**config.mk**
```make
export PLATFORM = sky130hd
export DESIGN_NAME = load_store_unit
export DESIGN_NICKNAME = d
export VERILOG_FILES = /design/src/rtl/lsu_pkg.sv /design/src/rtl/lsu_align.sv /design/src/rtl/load_store_unit.sv
export SDC_FILE = /design/constraint.sdc
export NUM_CORES = 1
export LEC_CHECK = 0
export ABC_AREA = 1
export BUFFER_PORTS_ARGS = -buffer_cell sky130_fd_sc_hd__buf_2
export CORE_ASPECT_RATIO = 1.75
export CORE_MARGIN = 2
export CORE_UTILIZATION = 57
export CTS_CLUSTER_DIAMETER = 200
export DETAILED_ROUTE_END_ITERATION = 6
export PLACE_DENSITY = 0.88
export RECOVER_POWER = 100
export SYNTH_ARGS = -nofsm -noshare
export SYNTH_HDL_FRONTEND = slang
export SYNTH_HIERARCHICAL = 1
export SYNTH_SLANG_ARGS = --single-unit
```
**constraint.sdc**
```tcl
create_clock -name clk -period 3.6 [get_ports clk]
set_input_delay 0.72 -clock clk [delete_from_list [all_inputs] [get_ports clk]]
set_output_delay 0.72 -clock clk [all_outputs]
set_load 0.005 [all_outputs]
```
**src/rtl/lsu_pkg.sv**
```systemverilog
// Shared encodings for the load/store unit: access-width codes, exception
// causes and the controller state enum.
package lsu_pkg;

  localparam logic [2:0] F3_B  = 3'b000;
  localparam logic [2:0] F3_H  = 3'b001;
  localparam logic [2:0] F3_W  = 3'b010;
  localparam logic [2:0] F3_D  = 3'b011;
  localparam logic [2:0] F3_BU = 3'b100;
  localparam logic [2:0] F3_HU = 3'b101;
  localparam logic [2:0] F3_WU = 3'b110;

  localparam logic [1:0] CAUSE_LD_MISALIGN = 2'b01;
  localparam logic [1:0] CAUSE_ST_MISALIGN = 2'b10;
  localparam logic [1:0] CAUSE_TIMEOUT     = 2'b11;

  typedef enum logic [2:0] {
    S_IDLE,
    S_REQ,
    S_WAIT,
    S_RESP,
    S_EXC
  } lsu_state_e;

  // 111 never exists; doubleword and unsigned-word loads need a 64-bit datapath
  function automatic logic f3_legal(input logic [2:0] f3, input int xlen);
    return !((f3 == 3'b111) || ((xlen == 32) && ((f3 == F3_D) || (f3 == F3_WU))));
  endfunction

endpackage

```
**src/rtl/lsu_align.sv**
```systemverilog
// Combinational lane logic: alignment check, store strobes and replication on
// the request side, lane extraction and sign/zero extension on the response side.
module lsu_align
  import lsu_pkg::*;
#(
  parameter int XLEN = 32
) (
  input  logic [2:0]                      req_func3,
  input  logic [2:0]                      req_ea_lo,
  input  logic [XLEN-1:0]                 req_wdata,
  output logic                            misaligned,
  output logic [XLEN/8-1:0]               wstrb,
  output logic [XLEN-1:0]                 wdata,
  input  logic [2:0]                      rsp_func3,
  input  logic [$clog2(XLEN/8)-1:0]       rsp_ea_lo,
  input  logic [XLEN-1:0]                 rdata,
  output logic [XLEN-1:0]                 rdata_ext
);

  localparam int NB  = XLEN / 8;
  localparam int OFF = $clog2(NB);

  logic [OFF-1:0]  wsh;
  logic [XLEN-1:0] rsh;

  assign wsh = req_ea_lo[OFF-1:0];
  assign rsh = rdata >> {rsp_ea_lo, 3'b000};

  always_comb begin
    misaligned = !f3_legal(req_func3, XLEN);
    wstrb      = '0;
    wdata      = req_wdata;
    case (req_func3[1:0])
      2'b00: begin
        wstrb = NB'(1) << wsh;
        wdata = {NB{req_wdata[7:0]}};
      end
      2'b01: begin
        misaligned = misaligned | req_ea_lo[0];
        wstrb      = NB'(2'b11) << wsh;
        wdata      = {(NB/2){req_wdata[15:0]}};
      end
      2'b10: begin
        misaligned = misaligned | (|req_ea_lo[1:0]);
        wstrb      = NB'(4'hF) << wsh;
        wdata      = {(NB/4){req_wdata[31:0]}};
      end
      default: begin
        misaligned = misaligned | (|req_ea_lo);
        wstrb      = '1;
        wdata      = req_wdata;
      end
    endcase
  end

  always_comb begin
    rdata_ext = rsh;
    case (rsp_func3)
      F3_B:    rdata_ext = XLEN'($signed(rsh[7:0]));
      F3_H:    rdata_ext = XLEN'($signed(rsh[15:0]));
      F3_W:    rdata_ext = XLEN'($signed(rsh[31:0]));
      F3_BU:   rdata_ext = XLEN'(rsh[7:0]);
      F3_HU:   rdata_ext = XLEN'(rsh[15:0]);
      F3_WU:   rdata_ext = XLEN'(rsh[31:0]);
      default: rdata_ext = rsh;
    endcase
  end

endmodule

```
**src/rtl/load_store_unit.sv**
```systemverilog
// Multi-cycle load/store controller between execute and the data-memory port.
//   state  | meaning
//   IDLE   | ready for a new op
//   REQ    | mem_req held until mem_gnt
//   WAIT   | load granted, waiting for mem_rvalid
//   RESP   | one-cycle writeback pulse
//   EXC    | one-cycle exception pulse (misaligned/illegal or timeout)
module load_store_unit
  import lsu_pkg::*;
#(
  parameter int XLEN    = 32,
  parameter int ADDR_W  = 32,
  parameter int TIMEOUT = 255
) (
  input  logic                clk,
  input  logic                rst,
  input  logic                req_valid,
  output logic                req_ready,
  input  logic                req_load,
  input  logic [2:0]          req_func3,
  input  logic [XLEN-1:0]     req_base,
  input  logic [XLEN-1:0]     req_imm,
  input  logic [XLEN-1:0]     req_wdata,
  input  logic [4:0]          req_rd,
  output logic                mem_req,
  output logic                mem_we,
  output logic [ADDR_W-1:0]   mem_addr,
  output logic [XLEN/8-1:0]   mem_wstrb,
  output logic [XLEN-1:0]     mem_wdata,
  input  logic                mem_gnt,
  input  logic                mem_rvalid,
  input  logic [XLEN-1:0]     mem_rdata,
  output logic                wb_valid,
  output logic [4:0]          wb_rd,
  output logic [XLEN-1:0]     wb_data,
  output logic                exc_valid,
  output logic [1:0]          exc_cause,
  output logic [ADDR_W-1:0]   exc_addr
);

  localparam int NB  = XLEN / 8;
  localparam int OFF = $clog2(NB);
  localparam int TW  = (TIMEOUT > 1) ? $clog2(TIMEOUT) : 1;

  lsu_state_e state, state_n;

  logic [XLEN-1:0]   ea_full;
  logic [ADDR_W-1:0] ea;
  logic [ADDR_W-1:0] ea_q;
  logic              load_q;
  logic [2:0]        f3_q;
  logic [4:0]        rd_q;
  logic [XLEN-1:0]   wdata_q;
  logic [NB-1:0]     wstrb_q;
  logic [1:0]        cause_q;
  logic [XLEN-1:0]   wb_q;
  logic [TW-1:0]     tmr;
  logic              tmr_done;

  logic              al_misaligned;
  logic [NB-1:0]     al_wstrb;
  logic [XLEN-1:0]   al_wdata;
  logic [XLEN-1:0]   al_rdata;

  assign ea_full  = req_base + req_imm;
  assign ea       = ADDR_W'(ea_full);
  assign tmr_done = (tmr == '0);

  lsu_align #(.XLEN(XLEN)) u_align (
    .req_func3  (req_func3),
    .req_ea_lo  (ea[2:0]),
    .req_wdata  (req_wdata),
    .misaligned (al_misaligned),
    .wstrb      (al_wstrb),
    .wdata      (al_wdata),
    .rsp_func3  (f3_q),
    .rsp_ea_lo  (ea_q[OFF-1:0]),
    .rdata      (mem_rdata),
    .rdata_ext  (al_rdata)
  );

  always_ff @(posedge clk) begin
    if (rst) state <= S_IDLE;
    else     state <= state_n;
  end

  // Grant and read data take priority over an expiring timer
  always_comb begin
    state_n = state;
    case (state)
      S_IDLE: if (req_valid) state_n = al_misaligned ? S_EXC : S_REQ;
      S_REQ: begin
        if (mem_gnt) begin
          if (!load_q)         state_n = S_IDLE;
          else if (mem_rvalid) state_n = S_RESP;
          else                 state_n = S_WAIT;
        end else if (tmr_done) begin
          state_n = S_EXC;
        end
      end
      S_WAIT: begin
        if (mem_rvalid)    state_n = S_RESP;
        else if (tmr_done) state_n = S_EXC;
      end
      S_RESP:  state_n = S_IDLE;
      S_EXC:   state_n = S_IDLE;
      default: state_n = S_IDLE;
    endcase
  end

  always_ff @(posedge clk) begin
    if (rst) begin
      ea_q    <= '0;
      load_q  <= 1'b0;
      f3_q    <= '0;
      rd_q    <= '0;
      wdata_q <= '0;
      wstrb_q <= '0;
      cause_q <= '0;
      wb_q    <= '0;
      tmr     <= '0;
    end else begin
      if (state == S_IDLE && req_valid) begin
        ea_q    <= ea;
        load_q  <= req_load;
        f3_q    <= req_func3;
        rd_q    <= req_rd;
        wdata_q <= al_wdata;
        wstrb_q <= al_wstrb;
        cause_q <= req_load ? CAUSE_LD_MISALIGN : CAUSE_ST_MISALIGN;
        tmr     <= TW'(TIMEOUT - 1);
      end
      if (state == S_REQ || state == S_WAIT) begin
        if (state_n == S_WAIT)  tmr <= TW'(TIMEOUT - 1);
        else if (!tmr_done)     tmr <= tmr - 1'b1;
        if (state_n == S_EXC)   cause_q <= CAUSE_TIMEOUT;
        if (state_n == S_RESP)  wb_q <= al_rdata;
      end
    end
  end

  always_comb begin
    req_ready = (state == S_IDLE);
    mem_req   = 1'b0;
    mem_we    = 1'b0;
    mem_addr  = '0;
    mem_wstrb = '0;
    mem_wdata = '0;
    wb_valid  = 1'b0;
    wb_rd     = '0;
    wb_data   = '0;
    exc_valid = 1'b0;
    exc_cause = '0;
    exc_addr  = '0;
    case (state)
      S_REQ: begin
        mem_req   = 1'b1;
        mem_we    = !load_q;
        mem_addr  = {ea_q[ADDR_W-1:OFF], {OFF{1'b0}}};
        mem_wstrb = wstrb_q;
        mem_wdata = wdata_q;
      end
      S_RESP: begin
        wb_valid = 1'b1;
        wb_rd    = rd_q;
        wb_data  = wb_q;
      end
      S_EXC: begin
        exc_valid = 1'b1;
        exc_cause = cause_q;
        exc_addr  = ea_q;
      end
      default: ;
    endcase
  end

endmodule

```
Word level (Yosys, flattened, before mapping):

Index checks and enable logic that the tools add are counted.

* bits in writable memories: 0
* input bits: 142
* register bits after elaboration: 122
* memory bits (read-only): 0
* latch bits: 0
* logic and storage cells: 77
* memories: 0

* reduce and logical (&&, ||, !) cells: 12
* divide/modulo/power cells: 0
* bitwise operators: 3
* magnitude comparators: 0
* add/subtract/negate cells: 2
* eq/ne operators: 15
* $mul: 0
* shift operators: 4
* multiplexer cells: 31

Operators with widths (number)
* 32-bit two-way mux: 4
* 32-bit one-hot mux with 4 select lines: 1
* 32-bit one-hot mux with 2 select lines: 1
* 32-bit adder: 1
* 8-bit two-way mux: 4
* 32-bit by 5-bit >> shifter with 32-bit output: 1
* 3-bit == test (second input constant): 6
* 3-bit by 2-bit == test with 1-bit output (second input constant): 5
* 3-bit two-way mux: 5
* 2-bit two-way mux: 6
* 4-bit one-hot mux with 3 select lines: 1
* 3-bit one-hot mux with 3 select lines: 1
* 8-bit zero test: 1
* 8-bit by 1-bit subtractor with 8-bit output (second input constant): 1
* 3-bit by 1-bit == test with 1-bit output (second input constant): 2
* 3-bit zero test: 2
* 1-bit two-way mux: 5
* 5-bit two-way mux: 1
* 4-bit two-way mux: 1
* 1-bit by 2-bit left shift with 4-bit output (first input constant): 1
* 2-bit by 2-bit left shift with 4-bit output (first input constant): 1
* 4-bit by 2-bit left shift with 4-bit output (first input constant): 1
* 1-bit logical OR: 3
* 1-bit OR: 3
* other kinds (9): 9

Longest topological paths before layout:

* word-level depth: 11
* depth in mapped cells: 15

Hierarchy:

Netlist, hierarchy kept.

By module, submodules not included
* load_store_unit: instances 1, cells each 1330, sequential area each 2442.3 um2, area each 7948.9 um2
* lsu_align: instances 1, cells each 289, sequential area each 0.0 um2, area each 1347.5 um2

Worst setup path after synthesis:

OpenSTA, ideal clock, no wires.

* path kind: input-to-reg
* from: input port req_base[0]
* to: register tmr[4]
* slack: 1.161 ns
* data required time: 3.491 ns
* path buffers: 0
* data arrival time: 2.330 ns
* cell stages on the path: 12
* setup time: 0.109 ns
* path through: ha_1 fa_1 xor2_1 a21oi_1 nand2_1 nand2_1 nand2_1 o21a_1 nand3_2 nand3b_1 nand2_1 inv_1

* cells in the longest elaborated chain, start to end: 10
* elaborated cells between the ends (all ways): 13
* those cells by class: add/sub: 1; eq/ne: 1; mux: 6; bitwise: 3; reduce/logical: 2

RTL lines
* start: declaration: line load_store_unit.sv:21 `input logic [XLEN-1:0] req_base,`
* 32-bit adder: line load_store_unit.sv:65 `assign ea_full = req_base + req_imm;`
* via ea[2]: line load_store_unit.sv:48 `logic [ADDR_W-1:0] ea;`
* 3-bit OR reduction: line lsu_align.sv:49 `misaligned = misaligned | (|req_ea_lo);`
* 1-bit OR: line lsu_align.sv:49
* 1-bit one-hot mux with 3 select lines: line lsu_align.sv:33 `case (req_func3[1:0])`
* via al_misaligned: line load_store_unit.sv:60 `logic al_misaligned;`
* 3-bit two-way mux (2 in series): line load_store_unit.sv:91 `S_IDLE: if (req_valid) state_n = al_misaligned ? S_EXC : S_REQ;`
* 3-bit one-hot mux with 3 select lines: line load_store_unit.sv:90 `case (state)`
* 3-bit by 2-bit == test with 1-bit output: line load_store_unit.sv:134 `if (state_n == S_WAIT) tmr <= TW'(TIMEOUT - 1);`
* 8-bit two-way mux: line load_store_unit.sv:134
* 8-bit two-way mux: line load_store_unit.sv:133 `if (state == S_REQ || state == S_WAIT) begin`
* end signal: assignment: line load_store_unit.sv:131 `tmr <= TW'(TIMEOUT - 1);`
* end signal: assignment: line load_store_unit.sv:134
* end signal: assignment: line load_store_unit.sv:135 `else if (!tmr_done) tmr <= tmr - 1'b1;`
* end: declaration: line load_store_unit.sv:57 `logic [TW-1:0] tmr;`

The timed path passes the listed nets, and every way through them passes these cells.
A chain may end at the register's enable or synchronous reset.

Worst setup path after layout:

* from: register state[0]
* to: output port mem_wdata[9]

* cells in the longest elaborated chain, start to end: 2

RTL lines
* start: declaration: line load_store_unit.sv:45 `lsu_state_e state, state_n;`
* start signal: assignment: line load_store_unit.sv:84 `else state <= state_n;`
* 3-bit by 1-bit == test with 1-bit output: line load_store_unit.sv:155 `case (state)`
* 32-bit two-way mux: line load_store_unit.sv:155
* end: declaration: line load_store_unit.sv:29 `output logic [XLEN-1:0] mem_wdata,`

Every way passes these cells.

==> flow_summary_export.csv <==
group,metric,value,unit
synthesis,synth-edff-count,0,
worst_setup_path,crit_type,"reg2out",
synthesis,ys_seq_elements,122,
route,wl,29290,µm
synthesis,async_flop_share,0,%
route,vias,10800,
grt,grtUsageMet1,32.81,%
worst_setup_path,required,2.88,ns
grt,grt_pass1_vias,10140,
timing,fin_tns_setup,0,ns
grt,grt_pass1_wl,46210,µm
clock_network,cts-resized-gates,0,
grt,use_met2,60.57,%
synthesis,synth_commonest_cells,"nand2_1, inv_1, nor2_1",
synthesis,synthTopCellsByArea,"dfxtp_1, nand2_1, inv_1, a21oi_1, nor2_1",
synthesis,synth_mux_area_share,0,%
floorplanning,rows,61,
timing,setup_viol,0,
clock_network,clkTransAtPathRegs,0.06,ns
clock_network,cts.sinks,122,
synthesis,synthSimpleGateAreaFrac,34.66,%
pwr,power_density,410.9,nW/µm²
synthesis,synth_area_leader_cell,"dfxtp_1",
outcome,outcome,"finished, final reports clean",
floorplanning,die_w,100.5,µm
floorplanning,dieHeight,172.9,µm
pwr,max-vdd-ir-drop,0.0002732,V
layout,final_cells,2060,
timing,rsz0062_at_grt,"no",
job,drv_cap,0,
synthesis,synth_adder_area_share,5.061,%
route,drtAntennaViolNets,0,
grt,grt_max_degree,76,
place,port_buffers,283,
synthesis,synth_xor_area_share,1.413,%
timing,slew_violations,0,
synthesis,netlist_instances,1619,
worst_setup_path,critPathMaxFanout,36,
place,gp_congestion,0.9902,
place,hpwl,22300,µm
place,placed_cell_area,10610,µm²
grt,overflow,0,
timing,relSlewSlack,19.56,%
synthesis,yosysMostFrequentCell,"nand2_1",
clock_network,cts-root-buf,"clkbuf_16",
floorplanning,ios,286,
route,drc,0,
clock_network,post_cts_buffers,0,
clock_network,cts_tree,"built",
worst_setup_path,critPathLaunchType,"flop",
clock_network,clock_latency,0.42,ns
worst_setup_path,cp.arrival,2.37,ns
timing,skew,0.01370,ns
timing,fin_crit_sh,85.90,%
grt,grtUsageTotal,32.90,%
synthesis,syn_avg_cell_area,5.742,µm²
timing,fmax,323.4,MHz
grt,use_met3,5.214,%
layout,synthToLayoutAreaGrowth,19.30,%
synthesis,syn_area,9296,µm²
route,drtPass1Iterations,5,
route,wire_per_inst,14.22,µm
place,place_inst,2025,
worst_setup_path,cp-end-kind,"output pin",
pwr,p_leak,5.842,nW
clock_network,hold_buffers,0,
clock_network,clockBufferDepth,2,
synthesis,synth-seq-area-share,26.27,%
route,vias_per_cell,5.244,
floorplanning,core,15950,µm²
synthesis,synth_top_area_share,26.27,%
layout,layout.nets,2034,
clock_network,cts_made_buffers,17,
grt,grt_antenna_before_repair,3,
synthesis,yosysWarnings,6,
layout,drive_gt1_share,13.70,%
layout,stdcell_area,11090,µm²
synthesis,ys.flop_type,"dfxtp_1",
synthesis,synth-compound-area-share,15.05,%
floorplanning,start_util,58.28,%
timing,worst_slew_pin_slew,1.204,ns
synthesis,synth_top_family_by_area,"simple AND/OR/NAND/NOR gates",
route,drt-initial-drc-count,598,
clock_network,cts-htree-levels,4,
floorplanning,dieArea,17390,µm²
synthesis,synth.distinct_cells,40,
timing,finalHoldViolCount,0,
timing,period_needed,3.092,ns
grt,grt_most_used_layer,"met2",
hold_path,hold_path.class,"reg2reg",
==> report_power, final <==
group          internal (W)  leakage, nW  switching, W
sequential          0.00147         1.00     0.0000501
combinational      0.000403         4.54      0.000803
clock               0.00113        0.300      0.000706
total               0.00300         5.84       0.00156
==> per-layer routing <==
layer | vias up | wire [µm]
li1 | 5444 | -
met1 | 4809 | 10420
met2 | 432 | 15340
met3 | 118 | 1721
met4 | 0 | 1811
met5 | - | 0
==> final timing paths <==
kind                             startpoint  slack [ns]  cells after the start      endpoint
worst max-delay path               state[0]        0.51                      6  mem_wdata[9]
worst min-delay path            wdata_q[29]        0.45                      2   wdata_q[29]
worst max register to register     state[2]        0.64                      6    wdata_q[7]
worst min register to register  wdata_q[29]        0.45                      2   wdata_q[29]
==> kinds of logic after synthesis <==
family                   count (synthesis)
AND/OR/NAND/NOR                        778
buffers and inverters                  395
AO/OA/AOI/OAI                          271
flip-flops                             122
adder cells (fa/ha/maj)                 37
XOR/XNOR                                15
other                                    1
==> sequential cells by signal, indices dropped and copies added, names as in the netlist <==
signal,flops
f3_q,3
cause_q,2
ea_q,32
wb_q,32
state,3
tmr,8
wdata_q,32
rd_q,5
wstrb_q,4
load_q,1
==> final cells by class <==
cell class	instances	area [µm²]
multi-input cells	1103	5218
fillers	1550	4861
flip-flops and latches	122	2442
repair buffers	295	1375
inverters	316	1186
clock buffers	18	439.2
well taps	189	236.5
clock inverters	14	186.4
diodes	3	7.507
==> placed cells by master (no fill, tap or decap), types with 2 or more instances in the layout <==
master / count
buf_1: 2
o21ai_1: 8
o22ai_1: 2
dfxtp_1: 122
nor2_2: 4
clkinv_1: 2
nand3b_1: 4
clkbuf_1: 95
clkbuf_2: 45
buf_4: 8
nand3_2: 6
inv_6: 4
o21ai_0: 93
inv_1: 308
inv_2: 6
nand2_2: 3
bufinv_16: 3
and2_1: 6
buf_2: 145
nor2_1: 194
nor3_1: 9
xor2_1: 14
o211ai_1: 3
o31ai_1: 2
ha_1: 36
diode_2: 3
nand2_1: 429
clkinvlp_4: 2
clkbuf_16: 17
a21oi_1: 154
nand2_4: 5
clkinv_4: 4
a31oi_1: 4
conb_1: 2
nand4_1: 5
nand3_1: 112
==> stage by stage <==
stage | util [%] | setup WS (ns) | hold WS, ns | power [W]
floorplan | - | 1.161 | 0.4300 | 0.002409
global placement | 66.51 | 0.8162 | 0.4378 | 0.002711
detailed placement | 66.51 | 0.7892 | 0.4422 | 0.002739
CTS | 70.43 | 0.6151 | 0.4517 | 0.004568
global route | 69.51 | 0.2635 | 0.4723 | 0.004810
finish | 69.53 | 0.5076 | 0.4505 | 0.004557
==> worst max-delay path, cell delays in order, from the launching register on <==
cell and delay, ns:
dfxtp_1 0.38, inv_1 0.11, nor2_1 0.22, nand2_2 0.45, clkbuf_1 0.42, nor2_1 0.22
clkbuf_1 0.15
No activity file was read; power rests on OpenSTA's default activity.
